==> src/rtl/s_axi_lite_mem.sv <==
// s_axi_lite_mem: AXI4-Lite slave backed by a DEPTH-word register array with
// independent read/write FSMs and saturating traffic/error counters.
module s_axi_lite_mem #(
    parameter int DWIDTH  = 32,
    parameter int DEPTH   = 16,
    parameter int CNT_BIT = 16
) (
    input  logic                  clk,
    input  logic                  xrst,
    input  logic [DWIDTH-1:0]     base,
    input  logic                  awvalid,
    output logic                  awready,
    input  logic [DWIDTH-1:0]     awaddr,
    input  logic [2:0]            awprot,
    input  logic                  wvalid,
    output logic                  wready,
    input  logic [DWIDTH-1:0]     wdata,
    input  logic [DWIDTH/8-1:0]   wstrb,
    output logic                  bvalid,
    input  logic                  bready,
    output logic [1:0]            bresp,
    input  logic                  arvalid,
    output logic                  arready,
    input  logic [DWIDTH-1:0]     araddr,
    input  logic [2:0]            arprot,
    output logic                  rvalid,
    input  logic                  rready,
    output logic [DWIDTH-1:0]     rdata,
    output logic [1:0]            rresp,
    output logic [CNT_BIT-1:0]    wcnt,
    output logic [CNT_BIT-1:0]    rcnt,
    output logic [CNT_BIT-1:0]    ecnt
);
    localparam int IDX_BIT = $clog2(DEPTH);
    localparam int SB = DWIDTH / 8;
    localparam logic [DWIDTH-1:0] SPAN = DWIDTH'(DEPTH * 4);
    localparam logic [CNT_BIT-1:0] CMAX = '1;

    typedef enum logic {W_ACCEPT, W_RESP} w_state_t;
    typedef enum logic {R_ACCEPT, R_DATA} r_state_t;

    w_state_t w_state;
    r_state_t r_state;
    logic [DWIDTH-1:0] mem [DEPTH];
    logic aw_got, w_got;
    logic [IDX_BIT:0] aw_dec;
    logic [DWIDTH-1:0] w_data;
    logic [SB-1:0] w_strb;
    logic aw_hs, w_hs, ar_hs, b_hs, r_hs, aw_next, w_next;
    logic [IDX_BIT:0] c_dec, r_dec;
    logic [DWIDTH-1:0] c_data;
    logic [SB-1:0] c_strb;
    logic [1:0] e_add;
    logic [CNT_BIT:0] e_sum;
    logic unused;

    // {in-range-and-aligned, word index}; offset wraps at DWIDTH bits
    function automatic logic [IDX_BIT:0] decode(input logic [DWIDTH-1:0] addr, input logic [DWIDTH-1:0] b);
        logic [DWIDTH-1:0] off;
        off = addr - b;
        return {addr[1:0] == 2'b00 && off < SPAN, off[IDX_BIT+1:2]};
    endfunction

    assign unused = ^{awprot, arprot};
    assign aw_hs = awvalid && awready;
    assign w_hs = wvalid && wready;
    assign ar_hs = arvalid && arready;
    assign b_hs = bvalid && bready;
    assign r_hs = rvalid && rready;
    assign aw_next = aw_got || aw_hs;
    assign w_next = w_got || w_hs;
    // commit may coincide with the last handshake, so take live values then
    assign c_dec = aw_hs ? decode(awaddr, base) : aw_dec;
    assign c_data = w_hs ? wdata : w_data;
    assign c_strb = w_hs ? wstrb : w_strb;
    assign r_dec = decode(araddr, base);
    assign e_add = {1'b0, b_hs && bresp[1]} + {1'b0, r_hs && rresp[1]};
    assign e_sum = {1'b0, ecnt} + (CNT_BIT+1)'(e_add);

    always_ff @(posedge clk or negedge xrst) begin
        if (!xrst) begin
            w_state <= W_ACCEPT;
            awready <= 1'b0;
            wready  <= 1'b0;
            aw_got  <= 1'b0;
            w_got   <= 1'b0;
            aw_dec  <= '0;
            w_data  <= '0;
            w_strb  <= '0;
            bvalid  <= 1'b0;
            bresp   <= 2'b00;
            for (int i = 0; i < DEPTH; i++) mem[i] <= '0;
        end else if (w_state == W_ACCEPT) begin
            if (aw_hs) aw_dec <= decode(awaddr, base);
            if (w_hs) begin
                w_data <= wdata;
                w_strb <= wstrb;
            end
            if (aw_next && w_next) begin
                w_state <= W_RESP;
                bvalid  <= 1'b1;
                bresp   <= c_dec[IDX_BIT] ? 2'b00 : 2'b10;
                awready <= 1'b0;
                wready  <= 1'b0;
                aw_got  <= 1'b0;
                w_got   <= 1'b0;
                if (c_dec[IDX_BIT])
                    for (int k = 0; k < SB; k++)
                        if (c_strb[k]) mem[c_dec[IDX_BIT-1:0]][8*k +: 8] <= c_data[8*k +: 8];
            end else begin
                aw_got  <= aw_next;
                w_got   <= w_next;
                awready <= !aw_next;
                wready  <= !w_next;
            end
        end else if (bready) begin
            w_state <= W_ACCEPT;
            bvalid  <= 1'b0;
            awready <= 1'b1;
            wready  <= 1'b1;
        end
    end

    always_ff @(posedge clk or negedge xrst) begin
        if (!xrst) begin
            r_state <= R_ACCEPT;
            arready <= 1'b0;
            rvalid  <= 1'b0;
            rdata   <= '0;
            rresp   <= 2'b00;
        end else if (r_state == R_ACCEPT) begin
            if (ar_hs) begin
                r_state <= R_DATA;
                arready <= 1'b0;
                rvalid  <= 1'b1;
                rdata   <= r_dec[IDX_BIT] ? mem[r_dec[IDX_BIT-1:0]] : '0;
                rresp   <= r_dec[IDX_BIT] ? 2'b00 : 2'b10;
            end else begin
                arready <= 1'b1;
            end
        end else if (rready) begin
            r_state <= R_ACCEPT;
            rvalid  <= 1'b0;
            arready <= 1'b1;
        end
    end

    always_ff @(posedge clk or negedge xrst) begin
        if (!xrst) begin
            wcnt <= '0;
            rcnt <= '0;
            ecnt <= '0;
        end else begin
            wcnt <= wcnt + CNT_BIT'(b_hs && wcnt != CMAX);
            rcnt <= rcnt + CNT_BIT'(r_hs && rcnt != CMAX);
            ecnt <= e_sum > {1'b0, CMAX} ? CMAX : e_sum[CNT_BIT-1:0];
        end
    end
endmodule
==> config.mk <==
export PLATFORM = sky130hd
export DESIGN_NAME = s_axi_lite_mem
export DESIGN_NICKNAME = d
export VERILOG_FILES = /design/src/rtl/s_axi_lite_mem.sv
export SDC_FILE = /design/constraint.sdc
export NUM_CORES = 1
export LEC_CHECK = 0
export CAP_MARGIN = 40
export CELL_PAD_IN_SITES_DETAIL_PLACEMENT = 1
export CELL_PAD_IN_SITES_GLOBAL_PLACEMENT = 1
export CORE_ASPECT_RATIO = 1.5
export CORE_MARGIN = 3
export CORE_UTILIZATION = 49
export DETAILED_ROUTE_END_ITERATION = 8
export GPL_TIMING_DRIVEN = 0
export PLACE_DENSITY_LB_ADDON = 0.1
export RECOVER_POWER = 50
export SETUP_SLACK_MARGIN = 0.5
export SYNTH_ARGS = -nofsm -noshare
export SYNTH_HDL_FRONTEND = slang
export SYNTH_SLANG_ARGS = --single-unit
==> constraint.sdc <==
create_clock -name clk -period 5.95 [get_ports clk]
set_input_delay 0.595 -clock clk [delete_from_list [all_inputs] [get_ports clk]]
set_output_delay 0.595 -clock clk [all_outputs]
set_load 0.05 [all_outputs]
==> impl_metrics.prom <==
# TYPE chip_impl_metric gauge
chip_impl_info{name="synth.top_cells.by_area",value="sky130_fd_sc_hd__dfrtp_1 (49%), sky130_fd_sc_hd__mux4_2 (11%), sky130_fd_sc_hd__a21oi_1 (9.3%)"} 1
chip_impl_info{name="root_buffer",value="sky130_fd_sc_hd__clkbuf_16"} 1
chip_impl_metric{name="starting_density_of_the_core",unit=""} 0.4958
chip_impl_metric{name="final_critical_path_share_of_the_clock_period",unit=""} 0.8671
chip_impl_metric{name="worstPathRequired",unit="ps"} 6520
chip_impl_metric{name="maxSlewHeadroom",unit=""} -1.460
chip_impl_info{name="status",value="complete, but fails checks"} 1
chip_impl_metric{name="pwr_density_cell",unit="mW/mm2"} 323.9
chip_impl_info{name="layout_commonest_cell",value="sky130_fd_sc_hd__dfrtp_1"} 1
chip_impl_metric{name="dp_hpwl",unit="mm"} 88.16
chip_impl_metric{name="cap_violations",unit=""} 2
chip_impl_metric{name="finalWeightedCongestion",unit=""} 0.8887
chip_impl_info{name="violations",value="max-capacitance violations, max-slew violations"} 1
chip_impl_metric{name="io_buffer_count",unit=""} 225
chip_impl_metric{name="power.static_leakage",unit="nW"} 18.26
chip_impl_metric{name="syn-instance-count",unit=""} 2789
chip_impl_metric{name="detail_route.drc_violations",unit=""} 0
chip_impl_info{name="crit_path_end_kind",value="register"} 1
chip_impl_metric{name="drt_first_iter_violations",unit=""} 1653
chip_impl_info{name="hold_path_end",value="mem[87]"} 1
chip_impl_metric{name="finalHoldViolations",unit=""} 0
chip_impl_metric{name="netlist_area",unit="mm2"} 0.03310
chip_impl_metric{name="reg2reg_depth",unit=""} 14
chip_impl_metric{name="clock-sinks",unit=""} 644
chip_impl_metric{name="syn2layout_area_growth",unit="%"} 18.65
chip_impl_metric{name="pin_slew_with_the_least_headroom_to_its_limit",unit="ps"} 3690
chip_impl_metric{name="fin_nets",unit=""} 3343
chip_impl_metric{name="layout.core_utilization",unit=""} 0.5883
chip_impl_info{name="hold_path.startpoint",value="mem[87]"} 1
chip_impl_metric{name="synth.yosys.warnings",unit=""} 0
chip_impl_metric{name="synth.avg_cell_area",unit="um2"} 11.87
chip_impl_info{name="rr_endpoint",value="rdata[7]"} 1
chip_impl_metric{name="globalRouteTotalUtil",unit=""} 0.3351
chip_impl_metric{name="post-synth-top-area-fraction",unit=""} 0.4868
chip_impl_metric{name="synth-edff-count",unit=""} 0
chip_impl_metric{name="clockBufferDepth",unit=""} 3
chip_impl_metric{name="routed_wire_length_per_instance",unit="um"} 29.11
chip_impl_metric{name="seq_area_frac_synth",unit=""} 0.4868
chip_impl_info{name="critical_path_class",value="primary input to register"} 1
chip_impl_info{name="ys_dominant_reg_cell",value="sky130_fd_sc_hd__dfrtp_1"} 1
chip_impl_metric{name="dpl_cell_area",unit="mm2"} 0.03717
chip_impl_metric{name="worst_ep_arrival_time",unit="ps"} 5720
chip_impl_info{name="hp-class",value="register to register"} 1
chip_impl_metric{name="vertical_die_dimension",unit="um"} 324.3
chip_impl_metric{name="chipWidth",unit="um"} 218.2
chip_impl_metric{name="finalMaxSlewViolations",unit=""} 185
chip_impl_metric{name="fin_setup_tns",unit="ps"} 0
chip_impl_metric{name="final_layout_size_suffix_gt1_frac",unit=""} 0.2182
chip_impl_metric{name="post_cts_resize_count",unit=""} 0
chip_impl_metric{name="postRouteWirelength",unit="mm"} 118.4
chip_impl_metric{name="via_count",unit=""} 25620
chip_impl_metric{name="placeableCoreArea",unit="mm2"} 0.06676
chip_impl_metric{name="dr.pass1.iters",unit=""} 5
chip_impl_metric{name="post-route-cell-area",unit="mm2"} 0.03927
chip_impl_metric{name="clock_insertion_delay_at_the_later_pin_of_the_skew_report",unit="ps"} 660
chip_impl_metric{name="worst_hold_path.num_cells",unit=""} 1
chip_impl_metric{name="timing.clock.skew",unit="ps"} 17.44
chip_impl_metric{name="synth.ff_latch_count",unit=""} 644
chip_impl_metric{name="cts_inserted_buffers",unit=""} 61
chip_impl_metric{name="overflow",unit=""} 0
chip_impl_metric{name="num_io_pins",unit=""} 234
chip_impl_metric{name="postRouteAntennaNets",unit=""} 0
chip_impl_metric{name="grt_pass1_wl",unit="mm"} 179.1
chip_impl_info{name="clock_tree_from_tritoncts",value="done"} 1
chip_impl_metric{name="max_h_tree_level",unit=""} 2
chip_impl_metric{name="unique_cell_type_count_in_the_yosys_netlist",unit=""} 80
chip_impl_metric{name="critPathMaxFanout",unit=""} 10
chip_impl_metric{name="max_clock_freq",unit="MHz"} 193.8
chip_impl_metric{name="timing.final.setup_violations",unit=""} 0
chip_impl_info{name="most-common-layout-cells",value="sky130_fd_sc_hd__dfrtp_1 (644), sky130_fd_sc_hd__a21oi_1 (616), sky130_fd_sc_hd__mux2_2 (224)"} 1
chip_impl_metric{name="rows",unit=""} 116
chip_impl_metric{name="via_count_of_the_first_global_routing_pass",unit=""} 28690
chip_impl_metric{name="final_period_minus_worst_setup_slack",unit="ps"} 5159
chip_impl_metric{name="clk_pin_slew_worst_paths",unit="ps"} 60
chip_impl_metric{name="report.power.total",unit="mW"} 12.72
chip_impl_info{name="netlist.top_cell.by_area",value="sky130_fd_sc_hd__dfrtp_1"} 1
chip_impl_info{name="launch_instance_of_the_worst_register_to_register_path",value="r_state"} 1
chip_impl_metric{name="reg2reg_setup_slack",unit="ps"} 1840
chip_impl_metric{name="routed_via_count_divided_by_cell_count",unit=""} 6.297
chip_impl_metric{name="grt_antenna_before_repair",unit=""} 4
chip_impl_info{name="rsz0062_at_grt",value="no"} 1
chip_impl_metric{name="peakVddDrop",unit="mV"} 0.2564
chip_impl_info{name="worst_setup_path_start_kind",value="primary input"} 1
chip_impl_metric{name="grt_start_max_net_pins",unit=""} 127
chip_impl_metric{name="fp.dieArea",unit="mm2"} 0.07077
chip_impl_metric{name="synth-async-reset-ratio",unit=""} 1.000
## kinds of logic (layout without fill, tap and decap cells)
family / after synthesis / in the layout / share of synthesized area
AO/OA/AOI/OAI: 818 / 818 / 0.1388
XOR/XNOR: 67 / 67 / 0.01773
adder cells (fa/ha/maj): 66 / 66 / 0.02517
buffers and inverters: 281 / 672 / 0.04211
flip-flops: 644 / 644 / 0.4868
multiplexers: 483 / 483 / 0.2212
other: 1 / 5 / 0.0001133
AND/OR/NAND/NOR: 429 / 429 / 0.06804
## stage by stage
stage | setup WS (ps) | cells | hold slack (ps)
2_1_floorplan | 1539 | 2790 | 299.4
3_3_place_gp | -23230 | 3900 | 462.0
3_5_place_dp | 3.557 | 3951 | 475.7
4_1_cts | 668.6 | 4064 | 488.9
5_1_grt | 385.4 | 4066 | 498.7
6_report | 790.9 | 4069 | 487.3
## cell type report
| class | count | area (um2) |
|---|---|---|
| antenna | 3 | 7.507 |
| buffer | 231 | 1207 |
| clock buffer | 87 | 1826 |
| clock inverter | 25 | 309.0 |
| fill | 6861 | 27490 |
| inverter | 50 | 187.7 |
| multi-input combinational | 1865 | 15600 |
| sequential | 644 | 16120 |
| tap | 885 | 1107 |
| timing repair buffer | 279 | 2912 |
## worst max-delay path, stage by stage
cell	delay [ps]
sky130_fd_sc_hd__dlygate4sd3_1	540
sky130_fd_sc_hd__inv_1	190
sky130_fd_sc_hd__ha_1	310
sky130_fd_sc_hd__a2111oi_2	650
sky130_fd_sc_hd__nor2_1	160
sky130_fd_sc_hd__a21oi_1	220
sky130_fd_sc_hd__xnor2_1	210
sky130_fd_sc_hd__mux2i_1	200
sky130_fd_sc_hd__nand2b_1	250
sky130_fd_sc_hd__nor2_1	560
sky130_fd_sc_hd__clkbuf_1	780
sky130_fd_sc_hd__clkbuf_1	670
sky130_fd_sc_hd__a21oi_1	180
sky130_fd_sc_hd__a21oi_1	180
## registers in the layout, indices dropped and copies added (netlist names)
register and flops:
mem 512, rdata 32, w_data 32, ecnt 16, rcnt 16, wcnt 16
aw_dec 5, w_strb 4, arready 1, aw_got 1, awready 1, bresp 1
bvalid 1, r_state 1, rresp 1, rvalid 1, w_got 1, w_state 1
wready 1
## routing by layer
metal | share of wire | GRT usage | vias up
li1 | - | - | 11000
met1 | 0.37 | 0.3827 | 13360
met2 | 0.52 | 0.5943 | 903
met3 | 0.050 | 0.05193 | 359
met4 | 0.066 | 0.1900 | 4
met5 | 0.00024 | 0 | -
## how the worst max path moves through the flow
stage	start	endpoint	slack (ps)	cells past startpoint
6_report	base[1]	mem[237]	790	14
5_1_grt	xrst	mem[325]	390	3
4_1_cts	base[8]	mem[237]	670	17
3_5_place_dp	base[8]	mem[237]	4	17
3_3_place_gp	xrst	mem[113]	-23230	1
2_1_floorplan	base[25]	mem[86]	1540	16
## repair_timing
action / 4_1_cts / 5_1_grt
setup buffers: 0 / 0
hold buffers: 1 / 0
endpoints found under the hold margin: 8 / 0
endpoints found under the setup margin: 0 / 0
## Yosys cell counts, types with 39 or more instances
cell type,instances
sky130_fd_sc_hd__dfrtp_1,644
sky130_fd_sc_hd__a21oi_1,616
sky130_fd_sc_hd__mux2_2,224
sky130_fd_sc_hd__mux4_2,160
sky130_fd_sc_hd__clkbuf_1,122
sky130_fd_sc_hd__nand2_1,101
sky130_fd_sc_hd__nor2_1,71
sky130_fd_sc_hd__ha_1,65
sky130_fd_sc_hd__and2_1,56
sky130_fd_sc_hd__inv_1,50
sky130_fd_sc_hd__nand3_1,49
sky130_fd_sc_hd__xnor2_1,43
sky130_fd_sc_hd__buf_2,39
sky130_fd_sc_hd__o21ai_0,39
## where the power goes
group / internal, mW / switching [mW] / total, mW / leakage [nW]
Sequential: 4.62 / 0.191 / 4.81 / 8.85
Combinational: 1.13 / 2.59 / 3.72 / 8.35
Clock: 2.39 / 1.79 / 4.19 / 1.06
Power figures use the tool's default switching activity.
